**config.mk**
```make
export PLATFORM = sky130hd
export DESIGN_NAME = arty_rst_seq
export DESIGN_NICKNAME = d
export VERILOG_FILES = /design/src/rtl/arty_rst_seq.sv
export SDC_FILE = /design/constraint.sdc
export NUM_CORES = 1
export LEC_CHECK = 0
export ABC_AREA = 1
export CAP_MARGIN = 20
export CORE_MARGIN = 5
export CORE_UTILIZATION = 53
export CTS_CLUSTER_SIZE = 28
export DETAILED_ROUTE_END_ITERATION = 8
export PLACE_DENSITY = 0.76
export SLEW_MARGIN = 20
export SYNTH_ARGS = -nofsm -noshare
export SYNTH_HDL_FRONTEND = slang
export SYNTH_SLANG_ARGS = --single-unit
```
**constraint.sdc**
```tcl
create_clock -name clk -period 2.4 [get_ports clk]
set_clock_uncertainty 0.2 [all_clocks]
set_input_delay 0.48 -clock clk [delete_from_list [all_inputs] [get_ports clk]]
set_output_delay 0.48 -clock clk [all_outputs]
set_load 0.02 [all_outputs]
```
**src/rtl/arty_rst_seq.sv**
```systemverilog
// -----------------------------------------------------------------------------
// arty_rst_seq : board-level reset and boot sequencer for the FPGA top.
//
// Holds every core reset domain in reset until the MMCM reports lock,
// stretches reset, releases NUM_RST active-low reset channels one after another
// STAGGER_CYCLES apart, waits FETCH_DELAY cycles and then passes a debounced
// fetch-enable switch to the core. Loss of lock or the user reset button
// restarts the whole sequence.
//
// Optional feature macro: ARTY_RST_SEQ_LOCKCNT_EN
//   defined   -> adds lock_loss_cnt_o[7:0], a saturating count of lock-loss
//                events, cleared only by rst_n.
//   undefined -> port and counter are absent; everything else is identical.
// -----------------------------------------------------------------------------
module arty_rst_seq #(
    parameter int NUM_RST         = 2,
    parameter int STRETCH_CYCLES  = 16,
    parameter int STAGGER_CYCLES  = 8,
    parameter int FETCH_DELAY     = 32,
    parameter int DEBOUNCE_CYCLES = 1000,
    parameter int CNT_W           = 16
) (
    input  logic               clk,
    input  logic               rst_n,
    input  logic               pll_locked_i,
    input  logic               btn_rst_n_i,
    input  logic               fetch_en_i,
    output logic [NUM_RST-1:0] rst_n_o,
    output logic               fetch_enable_o,
    output logic [2:0]         seq_state_o,
    output logic               lock_lost_o
`ifdef ARTY_RST_SEQ_LOCKCNT_EN
    ,
    output logic [7:0]         lock_loss_cnt_o
`endif
);

    // Sequencer states; encodings are visible on seq_state_o.
    typedef enum logic [2:0] {
        ST_WAIT_LOCK  = 3'd0,
        ST_STRETCH    = 3'd1,
        ST_RELEASE    = 3'd2,
        ST_FETCH_WAIT = 3'd3,
        ST_RUN        = 3'd4
    } seq_state_t;

    localparam logic [CNT_W-1:0]   CNT_ZERO     = {CNT_W{1'b0}};
    localparam logic [CNT_W-1:0]   CNT_ONE      = CNT_W'(1);
    // Last counter value spent in each timed phase.
    localparam logic [CNT_W-1:0]   STRETCH_LAST = CNT_W'(STRETCH_CYCLES - 1);
    localparam logic [CNT_W-1:0]   FETCH_LAST   = CNT_W'(FETCH_DELAY - 1);
    localparam logic [CNT_W-1:0]   DEB_LAST     = CNT_W'(DEBOUNCE_CYCLES - 1);
    // Counter value at which the highest reset channel is released.
    localparam logic [CNT_W-1:0]   REL_LAST     = CNT_W'((NUM_RST - 1) * STAGGER_CYCLES);
    localparam logic [NUM_RST-1:0] RST_ASSERTED = {NUM_RST{1'b0}};

    // Channels whose release slot is exactly counter value tgt.
    function automatic logic [NUM_RST-1:0] release_mask(input logic [CNT_W-1:0] tgt);
        logic [NUM_RST-1:0] m;
        m = {NUM_RST{1'b0}};
        for (int i = 0; i < NUM_RST; i++) begin
            if (tgt == CNT_W'(i * STAGGER_CYCLES)) begin
                m[i] = 1'b1;
            end else begin
                m[i] = 1'b0;
            end
        end
        return m;
    endfunction

    // Synchronizer flops.
    logic r_lock_meta;
    logic r_lock_sync;
    logic r_btn_meta;
    logic r_btn_sync;
    logic r_fen_meta;
    logic r_fen_sync;

    // Debouncer.
    logic             r_deb;
    logic [CNT_W-1:0] r_deb_cnt;

    // Sequencer state and registered outputs.
    seq_state_t       r_state;
    seq_state_t       w_state_nxt;
    logic [CNT_W-1:0] r_cnt;
    logic [CNT_W-1:0] w_cnt_nxt;
    logic [NUM_RST-1:0] r_rst_n;
    logic [NUM_RST-1:0] w_rst_n_nxt;
    logic             r_fetch_en;
    logic             w_fetch_en_nxt;
    logic             r_lock_lost;
    logic             w_lock_lost_nxt;

    // Helper nets.
    logic             w_restart;
    logic             w_lock_loss_evt;
    logic [CNT_W-1:0] w_rel_tgt;
    logic [NUM_RST-1:0] w_rel_rst;
    logic             w_rel_done;

    // Either lock loss or a pressed button forces the sequence back to the start.
    assign w_restart       = ~r_lock_sync | ~r_btn_sync;
    // Lock drops while the sequence is under way (WAIT_LOCK already expects no lock).
    assign w_lock_loss_evt = ~r_lock_sync & (r_state != ST_WAIT_LOCK);
    assign w_lock_lost_nxt = r_lock_lost | w_lock_loss_evt;

    // Next release slot: slot 0 on entry from STRETCH, otherwise one past the current count.
    assign w_rel_tgt  = (r_state == ST_RELEASE) ? (r_cnt + CNT_ONE) : CNT_ZERO;
    assign w_rel_rst  = r_rst_n | release_mask(w_rel_tgt);
    assign w_rel_done = (w_rel_tgt == REL_LAST);

    // Two-flop synchronizers for the three asynchronous board inputs.
    always_ff @(posedge clk or negedge rst_n) begin
        if (!rst_n) begin
            r_lock_meta <= 1'b0;
            r_lock_sync <= 1'b0;
            r_btn_meta  <= 1'b0;
            r_btn_sync  <= 1'b0;
            r_fen_meta  <= 1'b0;
            r_fen_sync  <= 1'b0;
        end else begin
            r_lock_meta <= pll_locked_i;
            r_lock_sync <= r_lock_meta;
            r_btn_meta  <= btn_rst_n_i;
            r_btn_sync  <= r_btn_meta;
            r_fen_meta  <= fetch_en_i;
            r_fen_sync  <= r_fen_meta;
        end
    end

    // Debounce: the output flips only after DEBOUNCE_CYCLES consecutive disagreeing samples.
    always_ff @(posedge clk or negedge rst_n) begin
        if (!rst_n) begin
            r_deb     <= 1'b0;
            r_deb_cnt <= CNT_ZERO;
        end else if (r_fen_sync == r_deb) begin
            r_deb_cnt <= CNT_ZERO;
        end else if (r_deb_cnt == DEB_LAST) begin
            r_deb     <= ~r_deb;
            r_deb_cnt <= CNT_ZERO;
        end else begin
            r_deb_cnt <= r_deb_cnt + CNT_ONE;
        end
    end

    // Next-state, counter and next-output decode; restart outranks every other transition.
    always_comb begin
        w_state_nxt    = r_state;
        w_cnt_nxt      = r_cnt;
        w_rst_n_nxt    = r_rst_n;
        w_fetch_en_nxt = 1'b0;
        if (w_restart && (r_state != ST_WAIT_LOCK)) begin
            w_state_nxt = ST_WAIT_LOCK;
            w_cnt_nxt   = CNT_ZERO;
            w_rst_n_nxt = RST_ASSERTED;
        end else begin
            case (r_state)
                ST_WAIT_LOCK: begin
                    w_rst_n_nxt = RST_ASSERTED;
                    w_cnt_nxt   = CNT_ZERO;
                    if (!w_restart) begin
                        w_state_nxt = ST_STRETCH;
                    end else begin
                        w_state_nxt = ST_WAIT_LOCK;
                    end
                end
                ST_STRETCH: begin
                    if (r_cnt == STRETCH_LAST) begin
                        // Channel 0 comes out of reset on the same edge RELEASE is entered.
                        w_rst_n_nxt = w_rel_rst;
                        if (w_rel_done) begin
                            w_state_nxt = ST_FETCH_WAIT;
                            w_cnt_nxt   = CNT_ZERO;
                        end else begin
                            w_state_nxt = ST_RELEASE;
                            w_cnt_nxt   = w_rel_tgt;
                        end
                    end else begin
                        w_cnt_nxt = r_cnt + CNT_ONE;
                    end
                end
                ST_RELEASE: begin
                    w_rst_n_nxt = w_rel_rst;
                    if (w_rel_done) begin
                        w_state_nxt = ST_FETCH_WAIT;
                        w_cnt_nxt   = CNT_ZERO;
                    end else begin
                        w_state_nxt = ST_RELEASE;
                        w_cnt_nxt   = w_rel_tgt;
                    end
                end
                ST_FETCH_WAIT: begin
                    if (r_cnt == FETCH_LAST) begin
                        w_state_nxt = ST_RUN;
                        w_cnt_nxt   = CNT_ZERO;
                    end else begin
                        w_cnt_nxt = r_cnt + CNT_ONE;
                    end
                end
                ST_RUN: begin
                    w_cnt_nxt      = CNT_ZERO;
                    w_fetch_en_nxt = r_deb;
                end
                default: begin
                    w_state_nxt = ST_WAIT_LOCK;
                    w_cnt_nxt   = CNT_ZERO;
                    w_rst_n_nxt = RST_ASSERTED;
                end
            endcase
        end
    end

    // Sequencer state, counter and all registered outputs.
    always_ff @(posedge clk or negedge rst_n) begin
        if (!rst_n) begin
            r_state     <= ST_WAIT_LOCK;
            r_cnt       <= CNT_ZERO;
            r_rst_n     <= RST_ASSERTED;
            r_fetch_en  <= 1'b0;
            r_lock_lost <= 1'b0;
        end else begin
            r_state     <= w_state_nxt;
            r_cnt       <= w_cnt_nxt;
            r_rst_n     <= w_rst_n_nxt;
            r_fetch_en  <= w_fetch_en_nxt;
            r_lock_lost <= w_lock_lost_nxt;
        end
    end

`ifdef ARTY_RST_SEQ_LOCKCNT_EN
    logic [7:0] r_lock_cnt;

    // Saturating count of lock-loss events since the last board reset.
    always_ff @(posedge clk or negedge rst_n) begin
        if (!rst_n) begin
            r_lock_cnt <= 8'd0;
        end else if (w_lock_loss_evt && (r_lock_cnt != 8'd255)) begin
            r_lock_cnt <= r_lock_cnt + 8'd1;
        end else begin
            r_lock_cnt <= r_lock_cnt;
        end
    end

    assign lock_loss_cnt_o = r_lock_cnt;
`endif

    assign rst_n_o        = r_rst_n;
    assign fetch_enable_o = r_fetch_en;
    assign seq_state_o    = r_state;
    assign lock_lost_o    = r_lock_lost;

endmodule

```
* Yosys cells after proc, flatten, opt, wreduce, memory -nomap -nowiden
Cells that the tools add are included.
** Storage, ports and cells
- Register bits after elaboration :: 46
** Cells by class
- $add $sub $neg :: 2
- Equal/unequal tests :: 13
- Mux-type cells :: 21
- Bitwise logic cells :: 8
- Reduce and logical (&&, ||, !) cells :: 8
** Operators by type and width (number)
- $mux 16 :: 7
- $pmux 16 s3 :: 1
- $add 16x1->16 const B :: 2
- $eq 16x4->1 const B :: 2
- $eq 16x10->1 const B :: 1
- $eq 16x5->1 const B :: 1
- $logic_not 16->1 :: 1
- $pmux 3 s5 :: 1
- $mux 3 :: 3
- $eq 3x2->1 const B :: 2
- $mux 1 :: 6
- $ne 3x3->1 const B :: 2
- $pmux 2 s3 :: 1
- $mux 2 :: 2
- $not 1->1 :: 4
- $reduce_and 2->1 :: 2
- $eq 3x1->1 const B :: 1
- $eq 3x3->1 const B :: 1
- $logic_not 3->1 :: 1
- $reduce_and 3->1 :: 1
- $reduce_bool 3->1 :: 1
- $ne 2x1->1 const B :: 1
- $ne 2x2->1 const B :: 1
- $or 1x1->1 :: 2
- 5 further kinds :: 5

* Longest topological paths before layout
- Depth in word-level cells :: 8
- Gate-level depth with buffers :: 14
- Depth with buffers taken out :: 13

* Least setup slack after synthesis
OpenSTA, ideal clock, no wires.
- Kind :: flip-flop to flip-flop
- From :: register r_cnt[0]
- To :: register r_cnt[0]
- Setup time :: 0.122 ns
- Data arrival time :: 1.571 ns
- Required time :: 2.078 ns
- Setup slack :: 0.507 ns
- Cell stages (with the launch flop) :: 11
- Path buffers :: 0
- Clock period less this slack :: 1.893 ns
- Cells stage by stage :: dfrtp_1 > ha_1 > or2_2 > a21oi_1 > nand2_1 > nor2_1 > nand2_1 > nor2_1 > nand3_2 > nand2_2 > a21oi_1
** Between the ends
- Word-level cells in the longest chain between the ends :: 7
- Elaborated cells on any way between the ends :: 10
** Ends and longest elaborated chain
- start: declaration :: RTL line 86 : logic [CNT_W-1:0] r_cnt;
- start signal: assignment :: RTL line 224 : r_cnt <= w_cnt_nxt;
- $add 16x1->16 :: RTL line 109, 180, 198
- $mux 16 :: RTL line 109 : assign w_rel_tgt = (r_state == ST_RELEASE) ? (r_cnt + CNT_ONE) : CNT_ZERO;
- $eq 16x4->1 :: RTL line 111 : assign w_rel_done = (w_rel_tgt == REL_LAST);
- $mux 16 :: RTL line 172, 185
- $mux 16 :: RTL line 169 : if (r_cnt == STRETCH_LAST) begin
- $pmux 16 s3 (*) :: RTL line 158 : case (r_state)
- $mux 16 (*) :: RTL line 153 : if (w_restart && (r_state != ST_WAIT_LOCK)) begin
- net w_cnt_nxt[0] :: RTL line 87 : logic [CNT_W-1:0] w_cnt_nxt;
Mark *: on every way through the listed nets, which the timed path passes. The rest lies on a longest branch.
A chain may end at the register's enable or synchronous reset.

* Final worst setup path
- From :: register r_state[2], in the netlist seq_state_o[2]
- To :: output port seq_state_o[2]
** RTL lines
- start: declaration :: RTL line 84 : seq_state_t r_state;
- start signal: assignment :: RTL line 223 : r_state <= w_state_nxt;
- end: declaration :: RTL line 30 : output logic [2:0] seq_state_o,
No word-level cell between the ends.

==> metrics.cfg <==
[route]
dr_total_vias = 2387
drc = 0
drt-wirelength-per-cell_um = 12.5
ant_nets = 0
drt_iter0_drc = 219
avgViaCountPerCell = 5.25
wirelength_um = 5700
drtPass1Iterations = 4

[timing]
max-slew-margin-rel_pct = 61.2
slew_violations = 0
clock.fmax_ghz = 0.475
tns_ns = 0
fin_hold_ws_ns = 0.151
fin_crit_ns = 2.11
period_share_pct = 87.8
rsz0062_at_grt = false
hold_viol = 0
setup_violations = 0
worst_pin_slew_ns = 0.578

[worst_setup_path]
crit_chain = clkdlybuf4s50_1
crit_family = buffers and inverters
path_max_fanout = 7
critical_path_required_ns = 1.72
critPathKind = reg -> out
end_kind = output port
worstPathArrival_ns = 1.43
crit_buf_inv = 1
start_kind = flip-flop
slowest_stage = clkdlybuf4s50_1
worst_path_largest_cell_delay_ns = 0.66

[floorplanning]
die_x_um = 81.4
core_um2 = 5040
row_count = 26
die-area_um2 = 6620
start_util_pct = 53.5
die_h_um = 81.4
top_level_ports = 12

[finish]
regArea_um2 = 1150
layout-drive-gt1-share_pct = 11.4
fin_nets = 391
nFillCells = 469
multi_input_area_um2 = 1370
area_growth_pct = 13.4
antennaDiodeCount = 0
stdcell_area_um2 = 3060

[synthesis]
syn-instance-count = 365
ys.flop_type = dfrtp_1
syn-cell-area_um2 = 2700
syn_avg_cell_area_um2 = 7.40
synth-seq-area-share_pct = 42.6
ys_ff_latch = 46
yosysWarnings = 0
synthDominantCellAreaShare_pct = 42.6
yosysUniqueCellTypes = 35
synthTopCellsByArea = dfrtp_1 (43%), nand2_1 (12%), nor2_1 (7.8%)
synth_edf_count = 0
synth.net_count = 372
synth_area_leader_cell = dfrtp_1
async_flop_share_pct = 100

[power_and_ir_drop]
power_w = 0.00188
vdd_ir_drop_max_mv = 0.472
leakagePower_nw = 1.38
p_per_area_nw_per_um2 = 614

[grt]
grt_first_pass_wirelength_um = 9800
grtUsageTotal_pct = 19.2
overflow = 0
grt_max_degree = 21
grt_pass1_vias = 2208
antenna_found_initial = 0

[clock_tree]
cts_root_buf = clkbuf_8
clkSinkCount = 46
path_clk_slew_ns = 0.08
clk_latency_ns = 0.30
cts_tree = done
h-tree-depth = 2
numCtsBuffers = 5
clk_path_buf_depth = 2

[placement]
postPlaceCellArea_um2 = 2910
io_buffers = 11
dp_hpwl_um = 4360
place.gp.congestion = 0.948

[min_path]
holdCritPathClass = reg -> reg

[flow_run]
cap_violations = 0

[status]
status = completed

cell type report:
type / count / area share (%)
repair buffers: 15 / 4.90
clock buffers: 5 / 2.25
flip-flops and latches: 46 / 37.6
multi-input cells: 272 / 44.7
inverters: 44 / 5.39
clock inverters: 3 / 2.25
well taps: 70 / 2.86
metrics by stage:
step / util (%) / setup slack [ns] / std cells
finish: 60.7 / 0.293 / 455
global route: 60.7 / 0.0753 / 455
CTS: 60.7 / 0.284 / 455
detailed placement: 57.8 / 0.371 / 446
global placement: 57.8 / 0.408 / 446
floorplan: - / 0.507 / 365
kinds of logic after synthesis:
family / share of synthesized area, %
buffers and inverters: 6.63
AND/OR/NAND/NOR: 41.0
XOR/XNOR: 2.27
adder cells (fa/ha/maj): 0.927
flip-flops: 42.6
AO/OA/AOI/OAI: 6.16
multiplexers: 0.417
state kept, by name, summed over array words and instances (netlist names):
register	cells
fetch_enable_o	1
lock_lost_o	1
r_btn_meta	1
r_btn_sync	1
r_cnt	16
r_deb	1
r_deb_cnt	16
r_fen_meta	1
r_fen_sync	1
r_lock_meta	1
r_lock_sync	1
rst_n_o	2
seq_state_o	3
power by group:
| part | internal [W] | switching [W] | total, W |
|---|---|---|---|
| combinational | 0.000126 | 0.000228 | 0.000354 |
| sequential | 0.000808 | 0.0000344 | 0.000843 |
| clock | 0.000417 | 0.000267 | 0.000684 |
synth_stat cells (3+ instances only):
| library cell | instances |
|---|---|
| or2_2 | 3 |
| inv_1 | 43 |
| dfrtp_1 | 46 |
| nand4_1 | 9 |
| nor2_2 | 3 |
| xor2_1 | 7 |
| nor2_1 | 56 |
| nand3_1 | 37 |
| nor2_4 | 5 |
| nand2_1 | 88 |
| nand2_2 | 10 |
| nor4_1 | 4 |
| a21oi_1 | 12 |
| nor3_1 | 12 |
path summary, 6_finish.rpt:
kind                                            startpoint                 endpoint  slack, ns  depth (start not counted)
worst min-delay path                  r_btn_meta$_DFF_PN0_     r_btn_sync$_DFF_PN0_       0.15                          0
worst max register to register          r_cnt[0]$_DFF_PN0_       r_cnt[0]$_DFF_PN0_       0.33                         10
min in group asynchronous                            rst_n       r_cnt[2]$_DFF_PN0_       0.42                          2
worst min register to register        r_btn_meta$_DFF_PN0_     r_btn_sync$_DFF_PN0_       0.15                          0
worst max-delay path            seq_state_o[2]$_DFFE_PN0P_           seq_state_o[2]       0.29                          1
max in group asynchronous                            rst_n  r_deb_cnt[14]$_DFF_PN0_       1.07                          3
repair_timing:
action	CTS	global route
hold endpoints to repair	11	0
hold buffers	1	0
buffers inserted	0	0
resized for setup	0	0
placed cells by master, fill, tap and decap left out, types with 4 or more instances in the layout:
| cell type | Yosys | final |
|---|---|---|
| nor4_1 | 4 | 4 |
| clkdlybuf4s50_1 | 0 | 10 |
| clkbuf_8 | 0 | 5 |
| xor2_1 | 7 | 7 |
| nor3_1 | 12 | 12 |
| nor2_4 | 5 | 5 |
| a21oi_1 | 12 | 12 |
| nor2_1 | 56 | 56 |
| nand2_2 | 10 | 10 |
| nand2_1 | 88 | 88 |
| inv_1 | 43 | 43 |
| dfrtp_1 | 46 | 46 |
| nand4_1 | 9 | 9 |
| nand3_1 | 37 | 37 |
per-layer routing:
| metal | wire length (um) | global-route usage (%) | part of all wire (%) | up-vias |
|---|---|---|---|---|
| met4 | 79 | 6.59 | 1.4 | 0 |
| li1 | - | - | - | 1210 |
| met2 | 2760 | 32.2 | 48 | 60 |
| met5 | 0 | 0 | 0 | - |
| met3 | 242 | 3.66 | 4.2 | 8 |
| met1 | 2620 | 24.8 | 46 | 1109 |
Note: power is estimated with default switching activity, not from simulation.
